## config.mk

```make
export PLATFORM = sky130hd
export DESIGN_NAME = nav_bit_sync
export DESIGN_NICKNAME = d
export VERILOG_FILES = /design/src/rtl/nav_bit_sync.sv
export SDC_FILE = /design/constraint.sdc
export NUM_CORES = 1
export LEC_CHECK = 0
export ABC_AREA = 0
export CAP_MARGIN = 10
export CORE_MARGIN = 1.5
export CORE_UTILIZATION = 50
export CTS_BUF_LIST = sky130_fd_sc_hd__clkbuf_8
export DETAILED_ROUTE_END_ITERATION = 8
export HOLD_SLACK_MARGIN = 0.02
export PLACE_DENSITY = 0.73
export SLEW_MARGIN = 40
export SYNTH_ARGS = -nofsm -noshare
export SYNTH_HDL_FRONTEND = slang
export SYNTH_SLANG_ARGS = --single-unit
```

## constraint.sdc

```tcl
create_clock -name CLK -period 2.7 [get_ports CLK]
set_input_delay 0.54 -clock CLK [delete_from_list [all_inputs] [get_ports CLK]]
set_output_delay 0.54 -clock CLK [all_outputs]
set_load 0.01 [all_outputs]
```

## src/rtl/nav_bit_sync.sv

```systemverilog
// ---------------------------------------------------------------------------
// nav_bit_sync
//
// Purpose:
//   Navigation bit synchroniser placed after the Costas carrier loop. It takes
//   one +/-1 symbol per code period, locates the data-bit boundary with a
//   transition histogram, integrates SYMS_PER_BIT symbols into a data bit and
//   hunts for the TLM preamble in either polarity. The polarity that matched
//   resolves the Costas 180 degree ambiguity, and rechecking the preamble one
//   subframe later establishes frame lock.
//
// Ports:
//   CLK            in   system clock
//   RST            in   synchronous active-high reset
//   sym_valid      in   one-cycle strobe qualifying sym_in
//   sym_in[1:0]    in   01 = +1, 11 = -1, 00/10 = erasure (0)
//   bit_valid      out  one-cycle pulse qualifying bit_out
//   bit_out        out  decided data bit, polarity corrected
//   bit_lock       out  bit boundary found (held until reset)
//   frame_lock     out  preamble confirmed at subframe spacing
//   polarity       out  1 = data inverted (matched ~PREAMBLE)
//   subframe_start out  pulse with bit_valid of the last preamble bit
//   bit_count[8:0] out  index of the current bit_out within the subframe
// ---------------------------------------------------------------------------
module nav_bit_sync #(
  parameter int         SYMS_PER_BIT  = 20,
  parameter int         LOCK_THRESH   = 16,
  parameter logic [7:0] PREAMBLE      = 8'h8B,
  parameter int         SUBFRAME_BITS = 300,
  parameter int         MAX_MISSES    = 2
) (
  input  logic       CLK,
  input  logic       RST,
  input  logic       sym_valid,
  input  logic [1:0] sym_in,
  output logic       bit_valid,
  output logic       bit_out,
  output logic       bit_lock,
  output logic       frame_lock,
  output logic       polarity,
  output logic       subframe_start,
  output logic [8:0] bit_count
);

  localparam int             PH_W     = $clog2(SYMS_PER_BIT);
  localparam int             MISS_W   = $clog2(MAX_MISSES + 1);
  localparam logic [PH_W-1:0] PH_LAST = PH_W'(SYMS_PER_BIT - 1);
  // Index of the last preamble bit inside a subframe.
  localparam logic [8:0]     PRE_LAST = 9'd7;
  localparam logic [8:0]     CNT_LAST = 9'(SUBFRAME_BITS - 1);

  typedef enum logic [1:0] {HUNT, SEARCH, CONFIRM, FRAME_LOCK} state_t;

  state_t                  state_q, state_d;
  logic [PH_W-1:0]         phase_q, phase_d;
  logic [PH_W-1:0]         boundary_q, boundary_d;
  logic                    have_sign_q, have_sign_d;
  logic                    last_neg_q, last_neg_d;
  logic                    started_q, started_d;
  logic signed [5:0]       acc_q, acc_d;
  logic [7:0]              sr_q, sr_d;
  logic                    pol_q, pol_d;
  logic                    fl_q, fl_d;
  logic [MISS_W-1:0]       miss_q, miss_d;
  logic [8:0]              cnt_q, cnt_d;
  logic                    bit_valid_q, bit_valid_d;
  logic                    bit_out_q, bit_out_d;
  logic                    sfs_q, sfs_d;
  logic                    bit_lock_q, bit_lock_d;
  logic [7:0]              bin_q [SYMS_PER_BIT];

  // Symbol decode: bit 0 marks a nonzero symbol, bit 1 its sign.
  logic                    sym_nz, sym_neg;
  logic signed [5:0]       sym_val;
  logic                    transition;
  logic                    lock_hit;
  logic [PH_W-1:0]         last_phase;
  logic                    accumulate, fire;
  logic signed [5:0]       bit_sum;
  logic                    raw_bit;
  logic [7:0]              sr_shift;
  logic [7:0]              exp_pat;
  logic [8:0]              cnt_inc;
  logic [SYMS_PER_BIT-1:0] bin_inc;

  assign sym_nz  = sym_in[0];
  assign sym_neg = sym_in[1];
  assign sym_val = sym_nz ? (sym_neg ? -6'sd1 : 6'sd1) : 6'sd0;

  // Erasures are invisible to the sign tracker; the very first nonzero
  // symbol only seeds it.
  assign transition = sym_valid && sym_nz && have_sign_q && (sym_neg != last_neg_q);
  assign lock_hit   = (state_q == HUNT) && transition &&
                      (bin_q[phase_q] == 8'(LOCK_THRESH - 1));

  for (genvar gi = 0; gi < SYMS_PER_BIT; gi++) begin : g_bin_inc
    assign bin_inc[gi] = (state_q == HUNT) && transition &&
                         (phase_q == PH_W'(gi)) &&
                         (bin_q[gi] != 8'(LOCK_THRESH));
  end

  // A bit spans boundary .. boundary-1 (mod SYMS_PER_BIT). Symbols seen after
  // lock but before the first boundary symbol are ignored.
  assign last_phase = (boundary_q == '0) ? PH_LAST : boundary_q - 1'b1;
  assign accumulate = sym_valid && (state_q != HUNT) &&
                      (started_q || (phase_q == boundary_q));
  assign fire       = accumulate && (phase_q == last_phase);
  assign bit_sum    = acc_q + sym_val;
  assign raw_bit    = (bit_sum > 6'sd0);
  assign sr_shift   = {sr_q[6:0], raw_bit};
  assign exp_pat    = pol_q ? ~PREAMBLE : PREAMBLE;
  assign cnt_inc    = (cnt_q == CNT_LAST) ? 9'd0 : cnt_q + 9'd1;

  always_comb begin
    state_d     = state_q;
    phase_d     = phase_q;
    boundary_d  = boundary_q;
    have_sign_d = have_sign_q;
    last_neg_d  = last_neg_q;
    started_d   = started_q;
    acc_d       = acc_q;
    sr_d        = sr_q;
    pol_d       = pol_q;
    fl_d        = fl_q;
    miss_d      = miss_q;
    cnt_d       = cnt_q;
    bit_valid_d = 1'b0;
    bit_out_d   = bit_out_q;
    sfs_d       = 1'b0;
    bit_lock_d  = bit_lock_q;

    if (sym_valid) begin
      phase_d = (phase_q == PH_LAST) ? '0 : phase_q + 1'b1;
      if (sym_nz) begin
        have_sign_d = 1'b1;
        last_neg_d  = sym_neg;
      end
    end

    if (state_q == HUNT) begin
      if (lock_hit) begin
        state_d    = SEARCH;
        boundary_d = phase_q;
        bit_lock_d = 1'b1;
        acc_d      = '0;
        started_d  = 1'b0;
      end
    end else begin
      if (sym_valid && (phase_q == boundary_q)) begin
        started_d = 1'b1;
      end
      if (fire) begin
        acc_d       = '0;
        bit_valid_d = 1'b1;
        sr_d        = sr_shift;
        unique case (state_q)
          SEARCH: begin
            if (sr_shift == PREAMBLE) begin
              pol_d   = 1'b0;
              state_d = CONFIRM;
              cnt_d   = PRE_LAST;
            end else if (sr_shift == ~PREAMBLE) begin
              pol_d   = 1'b1;
              state_d = CONFIRM;
              cnt_d   = PRE_LAST;
            end else begin
              cnt_d   = 9'd0;
            end
          end
          CONFIRM: begin
            cnt_d = cnt_inc;
            if (cnt_inc == PRE_LAST) begin
              if (sr_shift == exp_pat) begin
                state_d = FRAME_LOCK;
                fl_d    = 1'b1;
                sfs_d   = 1'b1;
                miss_d  = '0;
              end else begin
                // Polarity is kept; the next SEARCH match re-decides it.
                state_d = SEARCH;
              end
            end
          end
          FRAME_LOCK: begin
            cnt_d = cnt_inc;
            if (cnt_inc == PRE_LAST) begin
              if (sr_shift == exp_pat) begin
                miss_d = '0;
                sfs_d  = 1'b1;
              end else if ((int'(miss_q) + 1) >= MAX_MISSES) begin
                state_d = SEARCH;
                fl_d    = 1'b0;
                miss_d  = '0;
              end else begin
                miss_d = miss_q + 1'b1;
              end
            end
          end
          default: ;
        endcase
        // Uses the polarity just decided so a matching bit is reported
        // already corrected.
        bit_out_d = raw_bit ^ pol_d;
      end else if (accumulate) begin
        acc_d = bit_sum;
      end
    end
  end

  always_ff @(posedge CLK) begin
    if (RST) begin
      state_q     <= HUNT;
      phase_q     <= '0;
      boundary_q  <= '0;
      have_sign_q <= 1'b0;
      last_neg_q  <= 1'b0;
      started_q   <= 1'b0;
      acc_q       <= '0;
      sr_q        <= '0;
      pol_q       <= 1'b0;
      fl_q        <= 1'b0;
      miss_q      <= '0;
      cnt_q       <= '0;
      bit_valid_q <= 1'b0;
      bit_out_q   <= 1'b0;
      sfs_q       <= 1'b0;
      bit_lock_q  <= 1'b0;
      for (int i = 0; i < SYMS_PER_BIT; i++) begin
        bin_q[i] <= '0;
      end
    end else begin
      state_q     <= state_d;
      phase_q     <= phase_d;
      boundary_q  <= boundary_d;
      have_sign_q <= have_sign_d;
      last_neg_q  <= last_neg_d;
      started_q   <= started_d;
      acc_q       <= acc_d;
      sr_q        <= sr_d;
      pol_q       <= pol_d;
      fl_q        <= fl_d;
      miss_q      <= miss_d;
      cnt_q       <= cnt_d;
      bit_valid_q <= bit_valid_d;
      bit_out_q   <= bit_out_d;
      sfs_q       <= sfs_d;
      bit_lock_q  <= bit_lock_d;
      for (int i = 0; i < SYMS_PER_BIT; i++) begin
        if (bin_inc[i]) begin
          bin_q[i] <= bin_q[i] + 8'd1;
        end
      end
    end
  end

  assign bit_valid      = bit_valid_q;
  assign bit_out        = bit_out_q;
  assign bit_lock       = bit_lock_q;
  assign frame_lock     = fl_q;
  assign polarity       = pol_q;
  assign subframe_start = sfs_q;
  // Outside CONFIRM/FRAME_LOCK the counter is held at 0 on every bit.
  assign bit_count      = cnt_q;

endmodule

```

==> reports/results.tsv, run 1 <==
stage	metric	value	unit
placed_design	Port Buffers	19	
global_route	largest net degree at the start of global routing	64	
global_route	first-pass GRT wire length	41100	um
finish	filler cell count	1989	
cts	TritonCTS buffer count	39	
sta	Tcrit/Tclk final	95.5	%
sta	Fin. Hold Viols	0	
route	drt drc	0	
synthesis	Seq/Total Area, Yosys	48.0	%
critical_path	R2R Setup Slk	0.12	ns
global_route	Remaining Overflow, GRT	0	
critical_path	top cell family by delay on the critical path	compound AO/OA/AOI/OAI gates	
synthesis	Synth Net Count	1277	
synthesis	Synth Instances	1221	
sta	Least-Margin Pin Slew	0.640	ns
route	Routed Antenna Nets	0	
die	die height	158	um
critical_path	Critical Path, Cell by Cell	xnor2_2 -> ha_2 -> nor2_1 -> mux2i_1 -> xnor2_2 -> nor4_4 -> a2111o_1 -> o21ai_4 -> a311oi_2 -> o32ai_2	
synthesis	mapped cell area	12100	um2
critical_path	Crit. End Element	flop	
finish	Final #Nets	1355	
route	WL final	24700	um
route	DRT iter0 DRCs	550	
finish	post-route cell area	13900	um2
cts	worst skew pair latency	0.54	ns
critical_path	WP buf/inv	0	
pwr	P per Cell Area	514	nW/um2
synthesis	EDFF count, synth	160	
route	wire per inst	15.0	um
pwr	worst vdd ir	0.349	mV
critical_path	critical path's slowest cell	dfxtp_1	
critical_path	CP startpoint	acc_q[1]	
cts	CTS tree	done	
route	Pre-antenna DRT Iters	7	
sta	Relative slew margins	57.3	%
finish	layout cell share with drive strength beyond 1	13.3	%
finish	area grow syn2layout	14.9	%
die	num rows	56	
synthesis	Seq cells post-synth	210	
synthesis	Compound-Gate Fraction of Synth Area	7.71	%
placed_design	pre-CTS WS	-0.491	ns
synthesis	Mean Syn Cell Area	9.90	um2
placed_design	placed cells	1572	
critical_path	CP startpoint kind	flop	
synthesis	Synth cell types	81	
sta	setup TNS	0	ns
cts	Root Driver	clkbuf_8	
sta	max-slew violation count	0	
route	vias per cell	5.49	
die	Starting Density	51.2	%
critical_path	most used cell along the critical path	xnor2_2	
critical_path	worst reg2reg path depth	10	
finish	final cell count without fillers	1648	
placed_design	Detailed Place HPWL	17000	um
die	Top Ports	20	
sta	Setup Skew	0.0293	ns
global_route	initial antenna violation count	0	
synthesis	asr flop ratio synth	0	%
die	die area	25100	um2
synthesis	Synth Flop Type	edfxtp_1	
die	Die Width	158	um
route	Via Count	9047	
status	status	finished, final reports clean	
global_route	gr usage total	20.2	%
sta	Final setup viols	0	
min_path	Hold Path Class	reg2reg	
flow_run	Max Cap Viol	0	
cts	htree depth	2	
cts	Worst-path clk slew	0.05	ns
synthesis	XOR/XNOR Fraction of Synth Area	10.1	%
placed_design	Area after DPL	13000	um2
critical_path	slowest stage delay, CP	0.46	ns
sta	fin worst setup slack	0.123	ns
critical_path	Critical R2R Launch	acc_q[1]	
critical_path	Crit path arrival time	2.97	ns
critical_path	CP Capture Point	state_q[1]	
critical_path	Stages on worst setup path	10	
synthesis	multiplexer share of the synthesized area	0.921	%
finish	ant diodes	0	
global_route	vias in the first global route	8536	
sta	Max Clk Rate	388	MHz
synthesis	Yosys Warn Count	0	
critical_path	reg2reg end	state_q[1]	
critical_path	Required @ worst endpoint	3.09	ns
die	core area	23600	um2
synthesis	largest family of logic cells by synthesized area	simple AND/OR/NAND/NOR gates	
synthesis	Post-Synth Adder-Cell Area	5.28	%
sta	hold_ws	0.462	ns
critical_path	Worst Path Max Fanout	6	
synthesis	Synth Area in Simple Gates	23.8	%
cts	Sinks on Clock Net	210	
critical_path	worst setup path class	reg2reg	
pwr	LEAKAGE	0.00517	uW
sta	Tmin final	2.58	ns
cts	Max Buffers Root-to-Sink	3	
placed_design	global placement routability congestion	0.855	
min_path	min-delay src	sr_q[6]	
cts	# hold bufs at CTS	0	
flip-flops by register name, summed over array words and instances (netlist names), 2 cells and up, named ones only:
| signal | count |
|---|---|
| acc_q | 6 |
| bin_q | 160 |
| bit_count | 9 |
| boundary_q | 5 |
| miss_q | 2 |
| phase_q | 5 |
| sr_q | 7 |
| state_q | 2 |
synthesized netlist by cell type, types with 6 or more instances:
cell type  instances  area (um2)
nor2_1           212         796
nand2_1           68         255
nand3_1           62         310
and3_1            26         163
a211o_1            6        52.6
dfxtp_1           50        1000
nand2b_1          21         131
o21ai_0           19        95.1
mux2i_1           10         100
or2_2             15        93.8
edfxtp_1         160        4800
or2_1              6        37.5
nor3b_1            6        45.0
buf_2             13        65.1
xor2_1            88         771
nor4b_1            8        70.1
nand4b_1           8        70.1
xnor2_1           49         429
clkbuf_1          31         116
a21oi_1           26         130
and2_1            11        68.8
o22ai_1            6        37.5
inv_1             74         278
nor3_1            28         140
nor4bb_1           8        80.1
or3_1              7        43.8
nor2b_1            6        37.5
nand4_1           41         257
ha_1              51         638
final cells by class:
| cell class | instances | area [um2] | area share (%) |
|---|---|---|---|
| clock buffer | 50 | 688 | 4.96 |
| clock inverter | 21 | 87.6 | 0.631 |
| inverter | 75 | 285 | 2.05 |
| multi-input combinational | 886 | 5820 | 41.9 |
| sequential | 210 | 5810 | 41.8 |
| tap | 319 | 399 | 2.87 |
| timing repair buffer | 87 | 803 | 5.78 |
layout by cell type, fill, tap and decap left out, types with 7 or more instances in the layout:
cell	count
a21oi_1	26
and2_1	11
and3_1	26
buf_12	8
buf_4	61
clkbuf_8	50
clkdlybuf4s50_1	16
dfxtp_1	49
edfxtp_1	160
ha_1	50
inv_1	86
mux2i_1	10
nand2_1	68
nand2b_1	21
nand3_1	62
nand4_1	41
nand4b_1	8
nor2_1	212
nor3_1	27
nor4b_1	8
nor4bb_1	8
o21ai_0	19
or2_2	15
or3_1	7
xnor2_1	47
xor2_1	88
through the flow:
| step | total power [uW] | util, % |
|---|---|---|
| 2_1_floorplan | 4000 | - |
| 3_3_place_gp | 4170 | 55.1 |
| 3_5_place_dp | 4180 | 55.1 |
| 4_1_cts | 7200 | 58.4 |
| 5_1_grt | 7390 | 58.8 |
| 6_report | 7140 | 58.8 |
cells by family (layout without fill, tap and decap cells):
family | count (synthesis) | in the layout
AND/OR/NAND/NOR | 563 | 563
buffers and inverters | 125 | 233
flip-flops | 210 | 210
XOR/XNOR | 138 | 138
AO/OA/AOI/OAI | 123 | 123
adder cells (fa/ha/maj) | 51 | 51
multiplexers | 11 | 11
timing repair:
action                     CTS  global route
resized for setup            0            11
hold endpoints to repair     0             0
buffers inserted             0             5
setup endpoints to repair    0            17
how the worst min path moves through the flow:
stage,endpoint,slack (ns),cells after the start
CTS,sr_q[6],0.46,2
detailed placement,sr_q[6],0.46,2
finish,sr_q[6],0.46,2
floorplan,have_sign_q,0.44,2
global route,sr_q[6],0.49,2
global placement,sr_q[6],0.45,2
metal layers:
metal	routed length (um)	GRT usage [%]
met5	0	0
met4	588	6.99
met3	1230	3.78
met2	11100	31.9
met1	11700	28.0
worst min-delay path: stages, from the launching register on:
cell	delay [ns]
dfxtp_1	0.31
nand2_1	0.05
a21oi_1	0.05
report_power, final:
group          total [uW]  switching [uW]  internal (uW)
clock network        3010            1350           1660
registers            3700             123           3570
logic                 430             235            195
(Power assumes the default switching activity.)
==> run 2, diff against run 1 <==
--- a/config.mk
+++ b/config.mk
@@ -7,12 +7,13 @@
 export LEC_CHECK = 0
 export ABC_AREA = 0
 export CAP_MARGIN = 10
-export CORE_MARGIN = 1.5
+export CORE_MARGIN = 5
 export CORE_UTILIZATION = 50
 export CTS_BUF_LIST = sky130_fd_sc_hd__clkbuf_8
 export DETAILED_ROUTE_END_ITERATION = 8
 export HOLD_SLACK_MARGIN = 0.02
 export PLACE_DENSITY = 0.73
+export RECOVER_POWER = 25
 export SLEW_MARGIN = 40
 export SYNTH_ARGS = -nofsm -noshare
 export SYNTH_HDL_FRONTEND = slang
==> run 2 against run 1 <==
The run now ends with capacitance limit, slew limit left. Non-clock buffer count up 5. Worst setup slack worse by 0.015 ns. Clock power decreased by 9.0%. Cell count grew 0.49%. Clock skew is 0.0070 ns lower. Flip-flop and latch count did not move.
==> reports/results.tsv, run 2 (same netlist as run 1, synthesis figures left out) <==
stage	metric	value	unit	change
status	status	finished with violations		
status	failing checks	capacitance limit, slew limit		
placed_design	Port Buffers	19		unchanged
finish	Final #Nets	1359		+0.30%
finish	Most flops, register	bin_q		
placed_design	global placement routability congestion	0.849		-0.68%
critical_path	WP buf/inv	4		+4
finish	ant diodes	0		unchanged
global_route	first-pass GRT wire length	41800	um	+1.7%
critical_path	worst setup path class	reg2reg		
sta	hold_ws	0.464	ns	+0.00242 ns
pwr	P per Cell Area	498	nW/um2	-3.1%
critical_path	critical path's slowest cell	a21boi_0		
min_path	min-delay src	bit_lock		
die	core area	24000	um2	+1.8%
critical_path	slowest stage delay, CP	0.52	ns	+0.06 ns
sta	RSZ-0062 raised after global routing	false		
global_route	vias in the first global route	8825		+3.4%
die	die height	165	um	+4.4%
die	die area	27400	um2	+9.0%
finish	commonest non-fill, non-tap cell in the layout	nor2_1		
finish	area grow syn2layout	13.8	%	
route	drt drc	0		unchanged
min_path	Hold Path Class	reg2reg		
route	vias per cell	5.45		-0.65%
sta	Final setup viols	0		unchanged
placed_design	Area after DPL	13100	um2	+0.62%
sta	Fin. Hold Viols	0		unchanged
cts	Root Driver	clkbuf_8		
finish	Largest register FFs	160		unchanged
pwr	LEAKAGE	0.00517	uW	about the same
critical_path	CP startpoint kind	flop		
sta	max-slew violation count	39		+39
die	Top Ports	20		unchanged
global_route	Remaining Overflow, GRT	0		unchanged
pwr	worst vdd ir	0.397	mV	+14%
cts	Max Buffers Root-to-Sink	3		unchanged
route	Via Count	9032		-0.17%
cts	Sinks on Clock Net	210		unchanged
die	num rows	57		+1.8%
global_route	initial antenna violation count	0		unchanged
sta	Max Clk Rate	386	MHz	-0.57%
critical_path	Worst Path Max Fanout	22		+16
sta	Relative slew margins	-10.9	%	-68 points
min_path	Hold EP	bit_lock		
sta	Tcrit/Tclk final	96.0	%	+0.55 points
global_route	largest net degree at the start of global routing	39		-39%
route	WL final	24600	um	-0.24%
critical_path	R2R Setup Slk	0.11	ns	about the same
cts	post-CTS sizing	0		unchanged
cts	TritonCTS buffer count	38		-2.6%
global_route	gr usage total	18.4	%	-1.8 points
critical_path	Crit. End Element	flop		
cts	CTS tree	done		
cts	postcts setup bufs	0		unchanged
cts	worst skew pair latency	0.54	ns	about the same
min_path	WHS Path Cells	2		unchanged
critical_path	worst reg2reg path depth	10		unchanged
cts	# hold bufs at CTS	0		unchanged
finish	most frequent cells in the layout	212 x nor2_1, 160 x edfxtp_1, 91 x inv_1		
route	wire per inst	14.9	um	-0.72%
route	DRT iter0 DRCs	726		+32%
sta	Least-Margin Pin Slew	1.66	ns	+1.02 ns
route	Routed Antenna Nets	0		unchanged
finish	layout cell share with drive strength beyond 1	12.0	%	-1.3 points
finish	post-route cell area	13800	um2	-0.90%
sta	Setup Skew	0.0223	ns	-0.00704 ns
cts	Worst-path clk slew	0.06	ns	about the same
cts	htree depth	2		unchanged
die	Die Width	165	um	+4.4%
critical_path	top cell family by delay on the critical path	compound AO/OA/AOI/OAI gates		
placed_design	Detailed Place HPWL	17200	um	+1.6%
die	Starting Density	50.3	%	-0.90 points
critical_path	Crit path arrival time	3.05	ns	+0.08 ns
finish	filler cell count	2105		+5.8%
sta	Tmin final	2.59	ns	+0.0148 ns
critical_path	reg2reg end	acc_q[0]		
route	Pre-antenna DRT Iters	7		unchanged
critical_path	Required @ worst endpoint	3.15	ns	+0.06 ns
critical_path	Critical Path, Cell by Cell	buf_12 -> clkinv_1 -> buf_4 -> nor4_1 -> a31oi_1 -> a21boi_0 -> o32ai_4 -> buf_12 -> or3b_2 -> a21oi_1		
flow_run	Max Cap Viol	1		+1
critical_path	most used cell along the critical path	buf_12		
==> run 2: cell count changes in the layout (fill, tap and decap cells not counted), sizes merged <==
cell / change
clkinvlp: -2
buf: -6
clkbuf: +2
dlygate4sd3: +16
inv: +7
clkinv: +2
clkdlybuf4s50: -16
==> run 2: per-layer routing <==
metal / global-route usage (%) / up-vias / wire, um
li1: - / 4489 / -
met1: 25.7 / 4308 / 11600
met2: 29.6 / 179 / 11200
met3: 3.05 / 56 / 1190
met4: 5.85 / 0 / 607
met5: 0 / - / 0
==> run 2: cell type report <==
type / instances / area [um2] / area share (%)
clock buffer: 41 / 564 / 4.10
inverter: 75 / 282 / 2.05
clock inverter: 28 / 120 / 0.873
sequential: 210 / 5810 / 42.2
multi-input combinational: 886 / 5820 / 42.3
timing repair buffer: 92 / 762 / 5.54
tap: 324 / 405 / 2.95
==> run 2: worst max path at each step <==
stage,start,end,slack [ns],cells after the start
floorplan,sym_in[0],state_q[1],0.24,10
global route,bin_q[5][5],acc_q[4],0.03,9
global placement,sym_in[0],state_q[1],-0.35,12
finish,flop,acc_q[0],0.11,10
CTS,bin_q[5][5],state_q[1],0.13,9
detailed placement,sym_in[0],state_q[1],-0.39,12
==> run 2: report_power, final <==
group,internal (uW),switching (uW),leakage (uW)
sequential,3570,118,0.00205
clock,1410,1330,0.000418
combinational,187,240,0.00270
==> run 2: worst reg2reg max path, stage by stage, from the launching register on <==
cell and delay, ns:
dfxtp_1 0.33, buf_12 0.16, clkinv_1 0.06, buf_4 0.16, nor4_1 0.06, a31oi_1 0.25, a21boi_0 0.52, o32ai_4 0.17
buf_12 0.19, or3b_2 0.47, a21oi_1 0.14
==> run 2: metrics by stage <==
step           TNS, ns  setup WS [ns]  util (%)  total power [uW]  instances
2_1_floorplan        0          0.245         -              4000       1221
3_3_place_gp    -11.20         -0.345      54.5              4180       1587
3_5_place_dp    -21.46         -0.388      54.5              4190       1587
4_1_cts              0          0.132      57.4              6950       1656
5_1_grt              0         0.0291      57.3              7150       1656
6_report             0          0.108      57.3              6860       1656
